===== config.mk =====
export PLATFORM = sky130hd
export DESIGN_NAME = reg_file_sb
export DESIGN_NICKNAME = d
export VERILOG_FILES = /design/src/rtl/tinyrv_pkg.sv /design/src/rtl/regfile_init_seq.sv /design/src/rtl/reg_file_sb.sv
export SDC_FILE = /design/constraint.sdc
export NUM_CORES = 1
export LEC_CHECK = 0
export ABC_AREA = 0
export BUFFER_PORTS_ARGS = -buffer_cell sky130_fd_sc_hd__buf_4
export CORE_MARGIN = 2
export CORE_UTILIZATION = 60
export CTS_CLUSTER_SIZE = 12
export DETAILED_ROUTE_END_ITERATION = 8
export HOLD_SLACK_MARGIN = 0.08
export PLACE_DENSITY = 0.87
export REMOVE_ABC_BUFFERS = 1
export SYNTH_ARGS = -nofsm -noshare
export SYNTH_HDL_FRONTEND = slang
export SYNTH_SLANG_ARGS = --single-unit
export TNS_END_PERCENT = 20

===== constraint.sdc =====
create_clock -name clk -period 3.1 [get_ports clk]
set_input_delay 0.31 -clock clk [delete_from_list [all_inputs] [get_ports clk]]
set_output_delay 0.31 -clock clk [all_outputs]
set_load 0.1 [all_outputs]

===== src/rtl/tinyrv_pkg.sv =====
// Shared constants and helpers for the tinyrv register file slice.
package tinyrv_pkg;

  localparam int DEF_XLEN  = 16;
  localparam int DEF_NREGS = 8;

  localparam logic [0:0] RF_INIT = 1'b0;
  localparam logic [0:0] RF_RUN  = 1'b1;

  function automatic int clog2(input int n);
    int r;
    r = 0;
    while ((1 << r) < n) r++;
    return r;
  endfunction

endpackage


===== src/rtl/regfile_init_seq.sv =====
// Post-reset clear sweep: walks every register address once, then holds in RUN.
module regfile_init_seq
  import tinyrv_pkg::*;
#(
  parameter  int NREGS = DEF_NREGS,
  localparam int AW    = clog2(NREGS)
) (
  input  logic          clk,
  input  logic          rst,
  output logic          clr_en,
  output logic [AW-1:0] clr_addr,
  output logic          init_done
);

  localparam logic [AW-1:0] LAST = AW'(NREGS - 1);

  logic [0:0]    state;
  logic [AW-1:0] cnt;

  always_ff @(posedge clk) begin
    if (rst) begin
      state <= RF_INIT;
      cnt   <= '0;
    end else if (state == RF_INIT) begin
      cnt <= cnt + AW'(1);
      if (cnt == LAST) state <= RF_RUN;
    end
  end

  assign clr_en    = (state == RF_INIT);
  assign clr_addr  = cnt;
  assign init_done = (state == RF_RUN);

endmodule


===== src/rtl/reg_file_sb.sv =====
// 2-read/1-write register file with write bypass, busy scoreboard and a
// post-reset clear sweep that must finish before the core issues.
module reg_file_sb
  import tinyrv_pkg::*;
#(
  parameter  int XLEN     = DEF_XLEN,
  parameter  int NREGS    = DEF_NREGS,
  parameter  int ZERO_REG = 1,
  parameter  int BYPASS   = 1,
  localparam int AW       = clog2(NREGS)
) (
  input  logic            clk,
  input  logic            rst,
  input  logic [AW-1:0]   rd1_addr,
  input  logic [AW-1:0]   rd2_addr,
  output logic [XLEN-1:0] rd1_data,
  output logic [XLEN-1:0] rd2_data,
  output logic            rd1_busy,
  output logic            rd2_busy,
  input  logic            wr_en,
  input  logic [AW-1:0]   wr_addr,
  input  logic [XLEN-1:0] wr_data,
  input  logic            claim_en,
  input  logic [AW-1:0]   claim_addr,
  output logic            init_done
);

  logic          clr_en;
  logic [AW-1:0] clr_addr;
  logic          run;

  regfile_init_seq #(.NREGS(NREGS)) u_init_seq (
    .clk       (clk),
    .rst       (rst),
    .clr_en    (clr_en),
    .clr_addr  (clr_addr),
    .init_done (run)
  );

  assign init_done = run;

  logic wr_ok;
  logic clm_ok;

  // Register 0 silently swallows writes and claims when it is hard-wired.
  assign wr_ok  = run && !rst && wr_en    && !(ZERO_REG != 0 && wr_addr == '0);
  assign clm_ok = run && !rst && claim_en && !(ZERO_REG != 0 && claim_addr == '0);

  logic [XLEN-1:0]  mem [NREGS];
  logic [NREGS-1:0] busy;

  always_ff @(posedge clk) begin
    if (clr_en)     mem[clr_addr] <= '0;
    else if (wr_ok) mem[wr_addr]  <= wr_data;
  end

  // Claim is applied after the write so a same-address pair leaves busy set.
  always_ff @(posedge clk) begin
    if (rst) begin
      busy <= '0;
    end else begin
      if (wr_ok)  busy[wr_addr]    <= 1'b0;
      if (clm_ok) busy[claim_addr] <= 1'b1;
    end
  end

  function automatic logic [XLEN:0] read_sel(
    input logic [AW-1:0]   a,
    input logic [XLEN-1:0] md,
    input logic            mb,
    input logic            run_i,
    input logic            w_ok,
    input logic [AW-1:0]   w_addr,
    input logic [XLEN-1:0] w_data,
    input logic            c_ok,
    input logic [AW-1:0]   c_addr
  );
    logic [XLEN-1:0] d;
    logic            b;
    d = md;
    b = mb;
    if (BYPASS != 0) begin
      if (w_ok && w_addr == a) begin
        d = w_data;
        b = 1'b0;
      end
      if (c_ok && c_addr == a) b = 1'b1;
    end
    if (!run_i || (ZERO_REG != 0 && a == '0)) begin
      d = '0;
      b = 1'b0;
    end
    return {b, d};
  endfunction

  logic [XLEN:0] rd1_p0;
  logic [XLEN:0] rd2_p0;

  always_comb begin
    rd1_p0 = read_sel(rd1_addr, mem[rd1_addr], busy[rd1_addr], run,
                      wr_ok, wr_addr, wr_data, clm_ok, claim_addr);
    rd2_p0 = read_sel(rd2_addr, mem[rd2_addr], busy[rd2_addr], run,
                      wr_ok, wr_addr, wr_data, clm_ok, claim_addr);
  end

  // p0 -> p1: registered read port outputs
  always_ff @(posedge clk) begin
    if (rst) begin
      rd1_data <= '0;
      rd2_data <= '0;
      rd1_busy <= 1'b0;
      rd2_busy <= 1'b0;
    end else begin
      {rd1_busy, rd1_data} <= rd1_p0;
      {rd2_busy, rd2_data} <= rd2_p0;
    end
  end

endmodule

==> flow_metrics.env <==
export IMPL_max_slew_margin_rel_pct=37.8
export IMPL_met3_length_um=2950
export IMPL_first_global_vias=6207
export IMPL_endpoint_kind="flop"
export IMPL_critPathLaunchType="flop"
export IMPL_max_cap_viol_count=0
export IMPL_start_util_pct=61.1
export IMPL_drt_iter0_drc=1126
export IMPL_rsz0062_at_grt="no"
export IMPL_synth_top_flop_cell="edfxtp_1"
export IMPL_finalPower_w=0.00551
export IMPL_cp_cell_sequence="nand3b_4 > a21o_1 > o22ai_1 > buf_4 > a31oi_1 > nor3_1"
export IMPL_die_area_um2=15000
export IMPL_cts_path_max_buffers=2
export IMPL_layout_nets=720
export IMPL_run_status="finished clean"
export IMPL_cts_buffers=17
export IMPL_synth_top_area_cell="edfxtp_1"
export IMPL_min_period_ns=2.73
export IMPL_cts_tree="built"
export IMPL_dpl_hpwl_um=13900
export IMPL_setup_viol=0
export IMPL_fmax_ghz=0.367
export IMPL_cp_slowest_stage_delay_ns=0.75
export IMPL_synth_seq_cells=174
export IMPL_fp_dieW_um=122
export IMPL_core_area_um2=13800
export IMPL_ys_seq_area_share_pct=56.6
export IMPL_synth_edf_count=128
export IMPL_postCtsHoldBufs=0
export IMPL_wl_met2_um=10900
export IMPL_drc=0
export IMPL_worst_path_max_fanout=18
export IMPL_grt_max_degree=40
export IMPL_cts_root_buf="clkbuf_16"
export IMPL_netlist_area_leader_share_pct=45.7
export IMPL_hold_violations=0
export IMPL_path_class="flop to flop"
export IMPL_cp_arrival_ns=3.07
export IMPL_critPathTopFamily="compound AO/OA/AOI/OAI gates"
export IMPL_gp_congestion=0.916
export IMPL_yosysUniqueCellTypes=47
export IMPL_wirelength_um=22700
export IMPL_fin_setup_tns_ns=0
export IMPL_die_h_um=122
export IMPL_grt_ovfl_total=0
export IMPL_max_vdd_ir_drop_v=0.000524
export IMPL_cts_sinks=174
export IMPL_syn_to_final_growth_pct=15.4
export IMPL_n_antenna_cell=0
export IMPL_fin_util_pct=70.5
export IMPL_syn_avg_cell_area_um2=13.6
export IMPL_finalCritPeriodShare_pct=87.9
export IMPL_path_depth=6
export IMPL_io_pin_count=67
export IMPL_ant_nets=0
export IMPL_io_buffers=66
export IMPL_h_tree_depth=4
export IMPL_whs_path_depth=3
export IMPL_yosys_top_cells_area="edfxtp_1 46%, mux4_2 18%, dfxtp_1 11%"
export IMPL_tightest_slew_ns=0.932
export IMPL_required_ns=3.44
export IMPL_yosysWarnings=0
export IMPL_nFillCells=917
export IMPL_firstDrtPassIters=7
export IMPL_layout_drive_gt1_share_pct=29.6
export IMPL_routed_top_layer="met4"
export IMPL_path_clk_slew_ns=0.07
export IMPL_r2r_cells=6
export IMPL_post_cts_resized=0
export IMPL_syn_area_um2=8410
export IMPL_crit_path_top_delay_cell="dfxtp_1"
export IMPL_hp_class="primary input to flop"
export IMPL_cts_setup_buffers=0
export IMPL_track_usage_pct=31.7
export IMPL_power_leakage_nw=3.53
export IMPL_met1_length_um=7690
export IMPL_synthArstFlopShare_pct=0
export IMPL_wire_per_inst_um=25.8
export IMPL_worst_path_buf_inv=1
export IMPL_power_density_nw_per_um2=568
export IMPL_vias=6198
export IMPL_grt_pass1_wl_um=34300
export IMPL_clk_latency_ns=0.44
export IMPL_clock_skew_ns=0.00811
export IMPL_vias_per_cell=7.05
export IMPL_antenna_found_initial=0
export IMPL_syn_inst=619
export IMPL_finalMaxSlewViolations=0
export IMPL_rows=43
[area by class of cell]
type | count | area [um2] | area share, %
tap | 180 | 225 | 2.32
timing repair buffer | 97 | 728 | 7.50
sequential | 174 | 4760 | 49.1
inverter | 6 | 22.5 | 0.232
clock inverter | 15 | 169 | 1.74
clock buffer | 17 | 425 | 4.38
multi-input combinational | 390 | 3370 | 34.8
[metrics by stage]
stage                     area [um2]  hold slack (ns)  worst slack, ns  instances
after CTS                       9710            0.157            0.480        879
after floorplan                 8150            0.379           -0.408        570
after global routing            9710            0.173            0.304        879
final                           9710            0.174            0.374        879
after global placement          9110            0.468            0.656        847
after detailed placement        9110            0.477            0.517        847
[Yosys cell counts, drive strengths merged, types with 3 or more instances]
cell type,number
mux4,68
o21ai,7
clkbuf,23
xnor2,14
nor4,32
inv,4
a31oi,34
edfxtp,128
xor2,8
buf,26
nand2b,3
a21oi,8
nor3,35
nand3,5
o211ai,4
and2,16
nor2,116
nand2,7
nand4,3
o31ai,4
dfxtp,46
[flip-flops by register name, indices dropped and copies added, names as in the netlist]
signal / count
rd1_busy: 1
busy: 8
rd2_busy: 1
u_init_seq.clr_addr: 3
rd1_data: 16
u_init_seq.init_done: 1
rd2_data: 16
mem: 128
[worst paths after layout]
kind / startpoint / to / slack (ns)
setup / recovery: u_init_seq.init_done / rd2_data[5] / 0.37
hold / removal: claim_addr[0] / busy[5] / 0.17
setup reg to reg: u_init_seq.init_done / rd2_data[5] / 0.37
hold reg to reg: busy[0] / busy[0] / 0.49
[per-layer routing]
metal / up-vias / track usage (%)
met5: - / 0
li1: 2554 / -
met3: 123 / 8.74
met1: 2980 / 40.5
met4: 0 / 16.6
met2: 541 / 50.0
[placed cells by master (no fill, tap or decap), drive strengths merged, types with 3 or more instances in the layout]
| cell type | netlist | layout |
|---|---|---|
| a21oi | 8 | 8 |
| a31oi | 34 | 34 |
| and2 | 16 | 16 |
| buf | 26 | 97 |
| clkbuf | 23 | 17 |
| clkinv | 2 | 6 |
| dfxtp | 46 | 46 |
| edfxtp | 128 | 128 |
| inv | 4 | 13 |
| mux4 | 68 | 68 |
| nand2 | 7 | 7 |
| nand2b | 3 | 3 |
| nand3 | 5 | 5 |
| nand4 | 3 | 3 |
| nor2 | 116 | 116 |
| nor3 | 35 | 35 |
| nor4 | 32 | 32 |
| o211ai | 4 | 4 |
| o21ai | 7 | 7 |
| o31ai | 4 | 4 |
| xnor2 | 14 | 14 |
| xor2 | 8 | 8 |
[logic make-up (layout without fill, tap and decap cells)]
family | Yosys count | after routing | share of synthesized area (%)
mux | 70 | 70 | 18.4
simple gates | 228 | 228 | 13.1
xor+xnor | 22 | 22 | 2.65
compound gates | 68 | 68 | 5.47
fa+ha+maj | 2 | 2 | 0.297
flops | 174 | 174 | 56.6
buf+inv | 55 | 135 | 3.39
[worst register-to-register path: stages, from the launching register on]
cell	delay (ns)
dfxtp_1	0.75
nand3b_4	0.20
a21o_1	0.24
o22ai_1	0.74
buf_4	0.33
a31oi_1	0.11
nor3_1	0.26
[report_power, final]
group,switching [W],internal [W]
clock network,0.000982,0.00115
registers,0.0000420,0.00256
logic,0.000485,0.000294
total,0.00151,0.00400
Note: power is estimated with default switching activity, not from simulation.
